## config.mk

```make
export PLATFORM = sky130hd
export DESIGN_NAME = alu_cmd_ctrl
export DESIGN_NICKNAME = d
export VERILOG_FILES = /design/src/rtl/alu_cmd_ctrl.sv
export SDC_FILE = /design/constraint.sdc
export NUM_CORES = 1
export LEC_CHECK = 0
export BUFFER_PORTS_ARGS = -buffer_cell sky130_fd_sc_hd__clkbuf_2
export CELL_PAD_IN_SITES_DETAIL_PLACEMENT = 0
export CELL_PAD_IN_SITES_GLOBAL_PLACEMENT = 1
export CORE_UTILIZATION = 41
export DETAILED_ROUTE_END_ITERATION = 10
export PLACE_DENSITY_LB_ADDON = 0.08
export REMOVE_ABC_BUFFERS = 1
export SYNTH_ARGS = -nofsm -noshare
export SYNTH_HDL_FRONTEND = slang
export SYNTH_SLANG_ARGS = --single-unit
```

## constraint.sdc

```tcl
create_clock -name clk -period 3.05 [get_ports clk]
set_input_delay 0.1525 -clock clk [delete_from_list [all_inputs] [get_ports clk]]
set_output_delay 0.1525 -clock clk [all_outputs]
set_load 0.02 [all_outputs]
```

## src/rtl/alu_cmd_ctrl.sv

```systemverilog
`default_nettype none
// ============================================================================
//  Module      : alu_cmd_ctrl
//  Description : Command-side controller for an external 16-bit combinational
//                ALU. Accepts one command per handshake, fetches operands from
//                a small register file, captures the ALU result, writes it back
//                and returns it on a valid/ready response channel.
//  Revision    : 1.0 - initial release
// ============================================================================
module alu_cmd_ctrl #(
  parameter  int WIDTH = 16,
  parameter  int NREGS = 4,
  localparam int RAW   = $clog2(NREGS)
) (
  input  logic             clk,
  input  logic             rst,
  // command channel
  input  logic             cmd_valid,
  output logic             cmd_ready,
  input  logic [2:0]       cmd_op,
  input  logic [RAW-1:0]   cmd_dst,
  input  logic [RAW-1:0]   cmd_src_a,
  input  logic [RAW-1:0]   cmd_src_b,
  input  logic             cmd_imm_en,
  input  logic [WIDTH-1:0] cmd_imm,
  // external ALU
  output logic [WIDTH-1:0] alu_a,
  output logic [WIDTH-1:0] alu_b,
  output logic [2:0]       alu_op,
  input  logic [WIDTH-1:0] alu_out,
  // response channel
  output logic             rsp_valid,
  input  logic             rsp_ready,
  output logic [WIDTH-1:0] rsp_data,
  output logic             rsp_zero,
  // debug read port
  input  logic [RAW-1:0]   rd_addr,
  output logic [WIDTH-1:0] rd_data
);

  localparam logic [1:0] ST_IDLE = 2'd0;
  localparam logic [1:0] ST_EXEC = 2'd1;
  localparam logic [1:0] ST_RESP = 2'd2;

  localparam logic [2:0] OP_ZERO = 3'b111;

  logic [1:0]       state_q;
  logic [1:0]       state_d;
  logic [WIDTH-1:0] regs_q [NREGS];
  logic [WIDTH-1:0] alu_a_q;
  logic [WIDTH-1:0] alu_b_q;
  logic [2:0]       alu_op_q;
  logic [RAW-1:0]   dst_q;
  logic [WIDTH-1:0] result_q;
  logic             accept_w;

  assign accept_w = cmd_valid && cmd_ready;

  // State register
  always_ff @(posedge clk or posedge rst) begin
    if (rst) begin
      state_q <= ST_IDLE;
    end else begin
      state_q <= state_d;
    end
  end

  // Next-state logic: EXEC lasts exactly one cycle, RESP waits for the consumer
  always_comb begin
    state_d = state_q;
    case (state_q)
      ST_IDLE: if (accept_w)  state_d = ST_EXEC;
      ST_EXEC:                state_d = ST_RESP;
      ST_RESP: if (rsp_ready) state_d = ST_IDLE;
      default:                state_d = ST_IDLE;
    endcase
  end

  // Handshake outputs decoded from the current state
  always_comb begin
    cmd_ready = 1'b0;
    rsp_valid = 1'b0;
    case (state_q)
      ST_IDLE: cmd_ready = 1'b1;
      ST_RESP: rsp_valid = 1'b1;
      default: ;
    endcase
  end

  // Operand capture at accept; operands read pre-writeback values so dst==src sees the old value
  always_ff @(posedge clk or posedge rst) begin
    if (rst) begin
      alu_a_q  <= '0;
      alu_b_q  <= '0;
      alu_op_q <= OP_ZERO;
      dst_q    <= '0;
    end else if (state_q == ST_IDLE && accept_w) begin
      alu_a_q  <= regs_q[cmd_src_a];
      alu_b_q  <= cmd_imm_en ? cmd_imm : regs_q[cmd_src_b];
      alu_op_q <= cmd_op;
      dst_q    <= cmd_dst;
    end
  end

  // Result capture and register-file writeback at the closing edge of EXEC
  always_ff @(posedge clk or posedge rst) begin
    if (rst) begin
      result_q <= '0;
      for (int i = 0; i < NREGS; i++) begin
        regs_q[i] <= '0;
      end
    end else if (state_q == ST_EXEC) begin
      result_q      <= alu_out;
      regs_q[dst_q] <= alu_out;
    end
  end

  assign alu_a    = alu_a_q;
  assign alu_b    = alu_b_q;
  assign alu_op   = alu_op_q;
  assign rsp_data = result_q;
  assign rsp_zero = (result_q == '0);
  assign rd_data  = regs_q[rd_addr];

endmodule
`default_nettype wire

```

; Yosys cells after proc, flatten, opt, wreduce, memory -nomap -nowiden
; Cells that the tools add are included.
[totals]
latchBits = 0
mem_bits_rw = 0
regBits = 119
n_memories = 0
rom_bits = 0
[classes]
n_lt_le_gt_ge = 5
n_eq_ne = 4
div = 0
reduce_logical = 6
n_mul = 0
n_shift = 0
mux = 18
bitwise = 4
addsub = 0
[ops]
columns = operator, n
row1 = 16-bit 2-to-1 mux, 8
row2 = 16-bit binary-select mux with 2-bit select, 3
row3 = 64-bit bitwise mux, 1
row4 = 16-bit demux with 2-bit select, 1
row5 = 16-bit zero test, 1
row6 = 3-bit >= comparator (second input constant), 4
row7 = 2-bit inverter with 3-bit output, 4
row8 = 2-bit one-hot mux with 3 select lines, 1
row9 = 2-bit 2-to-1 mux, 2
row10 = 2-bit inequality test (second input constant), 2
row11 = 1-bit logical AND, 3
row12 = 3-bit by 1-bit less-than comparator with 1-bit output (second input constant), 1
row13 = 2-bit by 1-bit == test with 1-bit output (second input constant), 1
row14 = 2-bit == test (second input constant), 1
row15 = 2-bit zero test, 1
row16 = 1-bit 2-to-1 mux, 2
row17 = 2-bit AND reduction, 1

; Longest topological paths before layout
[depth]
depth_word = 6
mapped_depth = 5
ltp_nobuf = 3

; Worst setup path before layout
; No wires, ideal clock.
[synth_timing]
path_type = reg2reg
from = register state_q[1]
to = register regs_q[32] (netlist name)
stages_incl_launch_ff = 6
synth_period_minus_slack_ns = 1.687
path_buffers = 2
setup_slack_ns = 1.363
setup_time_ns = 0.125
required_time_ns = 2.925
arrival_ns = 1.562
path_cell_list = dfrtp_1 -> nand2b_2 -> buf_6 -> nor3b_4 -> buf_6 -> mux2_2
[synth_between]
elab_chain_cells = 1
[synth_rtl]
columns = element, line_no
row1 = start: declaration, 47  ; logic [1:0] state_q;
row2 = start signal: assignment, 64  ; state_q <= state_d;
row3 = 2-bit by 1-bit == test with 1-bit output, 112  ; end else if (state_q == ST_EXEC) begin
row4 = end signal: indexed assignment, 114  ; regs_q[dst_q] <= alu_out;
row5 = end: declaration, 49  ; logic [WIDTH-1:0] regs_q [NREGS];
; No other way between the ends.
; A chain may end at the register's enable or synchronous reset.

; Final worst setup path
[layout_timing]
from = register state_q[1]
to = register regs_q[30] (netlist name)
; Same word-level chain as after synthesis.

==> impl_results.md <==
* Setup crit end kind: register
* Nets at 529
* Slew Viols, Final at 0
* CP required at 3.34 ns
* Fin crit share at 65.2%
* Mapped Avg Cell Area at 16.2 sq um
* Max_slew headroom at 41.0%
* Sequential area share after synthesis at 51.5%
* 1st-iter DRT viols at 175
* Worst-Margin Slew at 0.882 ns
* Synth warn at 0
* Final min period at 1.99 ns
* Mapped Area at 5790 sq um
* Port Buffers at 117
* # resized after CTS at 0
* Core footprint at 13800 sq um
* # setup viols final at 0
* Clock root buffer: clkbuf_16
* CTS tree: done
* Initial Util at 41.9%
* Place WS at 1.02 ns
* Total Routing Usage GR at 21.0%
* R2R Setup Slk at 1.06 ns
* Hold WC Path Type: input pin to register
* # Max-Cap Violations at 0
* Syn Inst Count at 358
* Fmax at 503 MHz
* I/O pins at 118
* Area Growth Syn to Fin at 23.1%
* Die H at 121 microns
* Drt total wl at 13900 microns
* Vias in the first global route at 3847
* CP Launch Type: register
* GP Congestion at 0.728
* Worst Path Max Fanout at 20
* Number of synthesized register bits at 119
* Via count at 3659
* Post-DRT Antenna Nets at 0
* Critical setup path kind: register to register
* DP Area at 6520 sq um
* Max VDD drop at 506 uV
* Synth cell types at 23
* Drt pass-1 iters at 4
* Most area-consuming cells after synthesis: dfrtp_1 (50%), mux2_2 (20%), mux4_2 (19%)
* Final Cell Area at 7130 sq um
* Post-detail-place hpwl at 8810 microns
* DR vias/cell at 5.44
* Unrepaired setup endpoints after global routing: no
* Row cnt at 43
* # diodes at 0
* Die area at 14600 sq um
* Hold Startpoint: alu_out[10]
* Multi-input logic area at 2660 sq um
* Clk sinks at 119
* Worst skew pair latency at 0.41 ns
* Status: complete, no violations
* Num CTS Buffers at 17
* Fillers at 1202
* Routed WL per cell at 20.7 microns
* H-Tree Depth at 4
* Hold slack at 0.0431 ns
* Synth top area share at 50.1%
* Crit path DAT at 2.28 ns
* Final setup margin at 1.06 ns
* Clock skew at 0.00747 ns
* Layout cells sized above 1 at 62.6%
* Synth area leader: dfrtp_1
* Chip width at 121 microns
* Longest Clk Path Bufs at 2
* Crit path from: state_q[1]
* Endpoints failing hold at 0
* Maximum number of pins on one net before global-route repair at 79
* Reg clk slew, reported paths at 0.05 ns
* R2R Path Start: state_q[1]
* Register Area at 2980 sq um
* Setup TNS at 0 ns
* # DRC at 0
* Pleak at 3.15 nW
* PD cells at 1120 nW/um^2
* First-pass GRT wire length at 21800 microns
* Total global routing overflow at 0
* Initial antenna violation count at 0
==> cell usage after synthesis, drive strengths merged <==
| library cell | count |
|---|---|
| nor3b | 3 |
| dfstp | 3 |
| and4 | 1 |
| nor3 | 1 |
| o21ai | 1 |
| nand2b | 1 |
| nor4 | 4 |
| mux4 | 48 |
| mux2i | 16 |
| or2b | 1 |
| mux2 | 101 |
| dfrtp | 116 |
| buf | 21 |
| a21oi | 16 |
| clkbuf | 5 |
| nand4b | 1 |
| nor2 | 17 |
| inv | 2 |
==> routing by layer <==
layer	track usage (%)	up-vias	routed length [microns]
met5	0	-	0
met4	8.87	0	199
met3	5.14	15	596
met2	34.1	97	6990
met1	26.7	1930	6110
li1	-	1617	-
==> per-stage QoR <==
step	util, %	cells	power, W
after global placement	47.1	635	0.00613
final	51.5	672	0.00800
after CTS	51.5	672	0.00810
after floorplan	-	332	0.00521
after detailed placement	47.1	635	0.00624
after global routing	51.5	672	0.00849
==> cell type report <==
cell class / instances / area share, %
sequential: 119 / 41.8
tap: 180 / 3.16
timing repair buffer: 130 / 10.0
inverter: 2 / 0.140
clock inverter: 3 / 0.211
multi-input combinational: 211 / 37.3
clock buffer: 27 / 7.34
==> state kept, by name, summed over array words and instances (netlist names) <==
register  cells
dst_q         2
alu_b        16
state_q       2
regs_q       64
rsp_data     16
alu_op        3
alu_a        16
==> critical path, stage by stage, from the launching register on <==
cell and delay [ns]:
dfrtp_1 0.41, nand2b_2 0.49, nor3b_4 0.28, buf_4 0.30
mux2_2 0.38
==> power by group <==
group / total (W) / switching [W] / internal [W]
clock network: 0.00181 / 0.000658 / 0.00115
logic: 0.00311 / 0.00147 / 0.00164
registers: 0.00308 / 0.000675 / 0.00240
total: 0.00800 / 0.00280 / 0.00520
==> kinds of logic (layout without fill, tap and decap cells) <==
kind of cell,count (synthesis),in the layout,synth area share [%]
mux,165,165,41.1
flops,119,119,51.5
simple gates,29,29,3.28
buf+inv,28,162,2.68
compound gates,17,17,1.47
==> cells in the final DEF, fill, tap and decap left out, types with 5 or more instances in the layout <==
master,synthesis,layout
a21oi_1,16,16
mux2i_1,16,16
dlygate4sd3_1,0,7
mux4_2,48,48
nor2_1,17,17
clkbuf_2,1,117
clkbuf_8,0,6
dfrtp_1,116,116
buf_4,3,5
clkbuf_16,0,17
mux2_2,101,101
==> repair_timing <==
| item | in CTS | in global routing |
|---|---|---|
| hold buffers | 7 | 0 |
| endpoints found under the hold margin | 44 | 0 |
| endpoints found under the setup margin | 0 | 0 |
| setup buffers | 0 | 0 |
==> path summary, 6_finish.rpt <==
check                      depth (start not counted)            to
setup / recovery                                   4    regs_q[30]
hold / removal                                     2  rsp_data[10]
setup reg to reg                                   4    regs_q[30]
hold reg to reg                                    1      alu_a[4]
max in group asynchronous                          4      alu_a[8]
min in group asynchronous                          3      alu_b[4]
No activity file was read; power rests on OpenSTA's default activity.
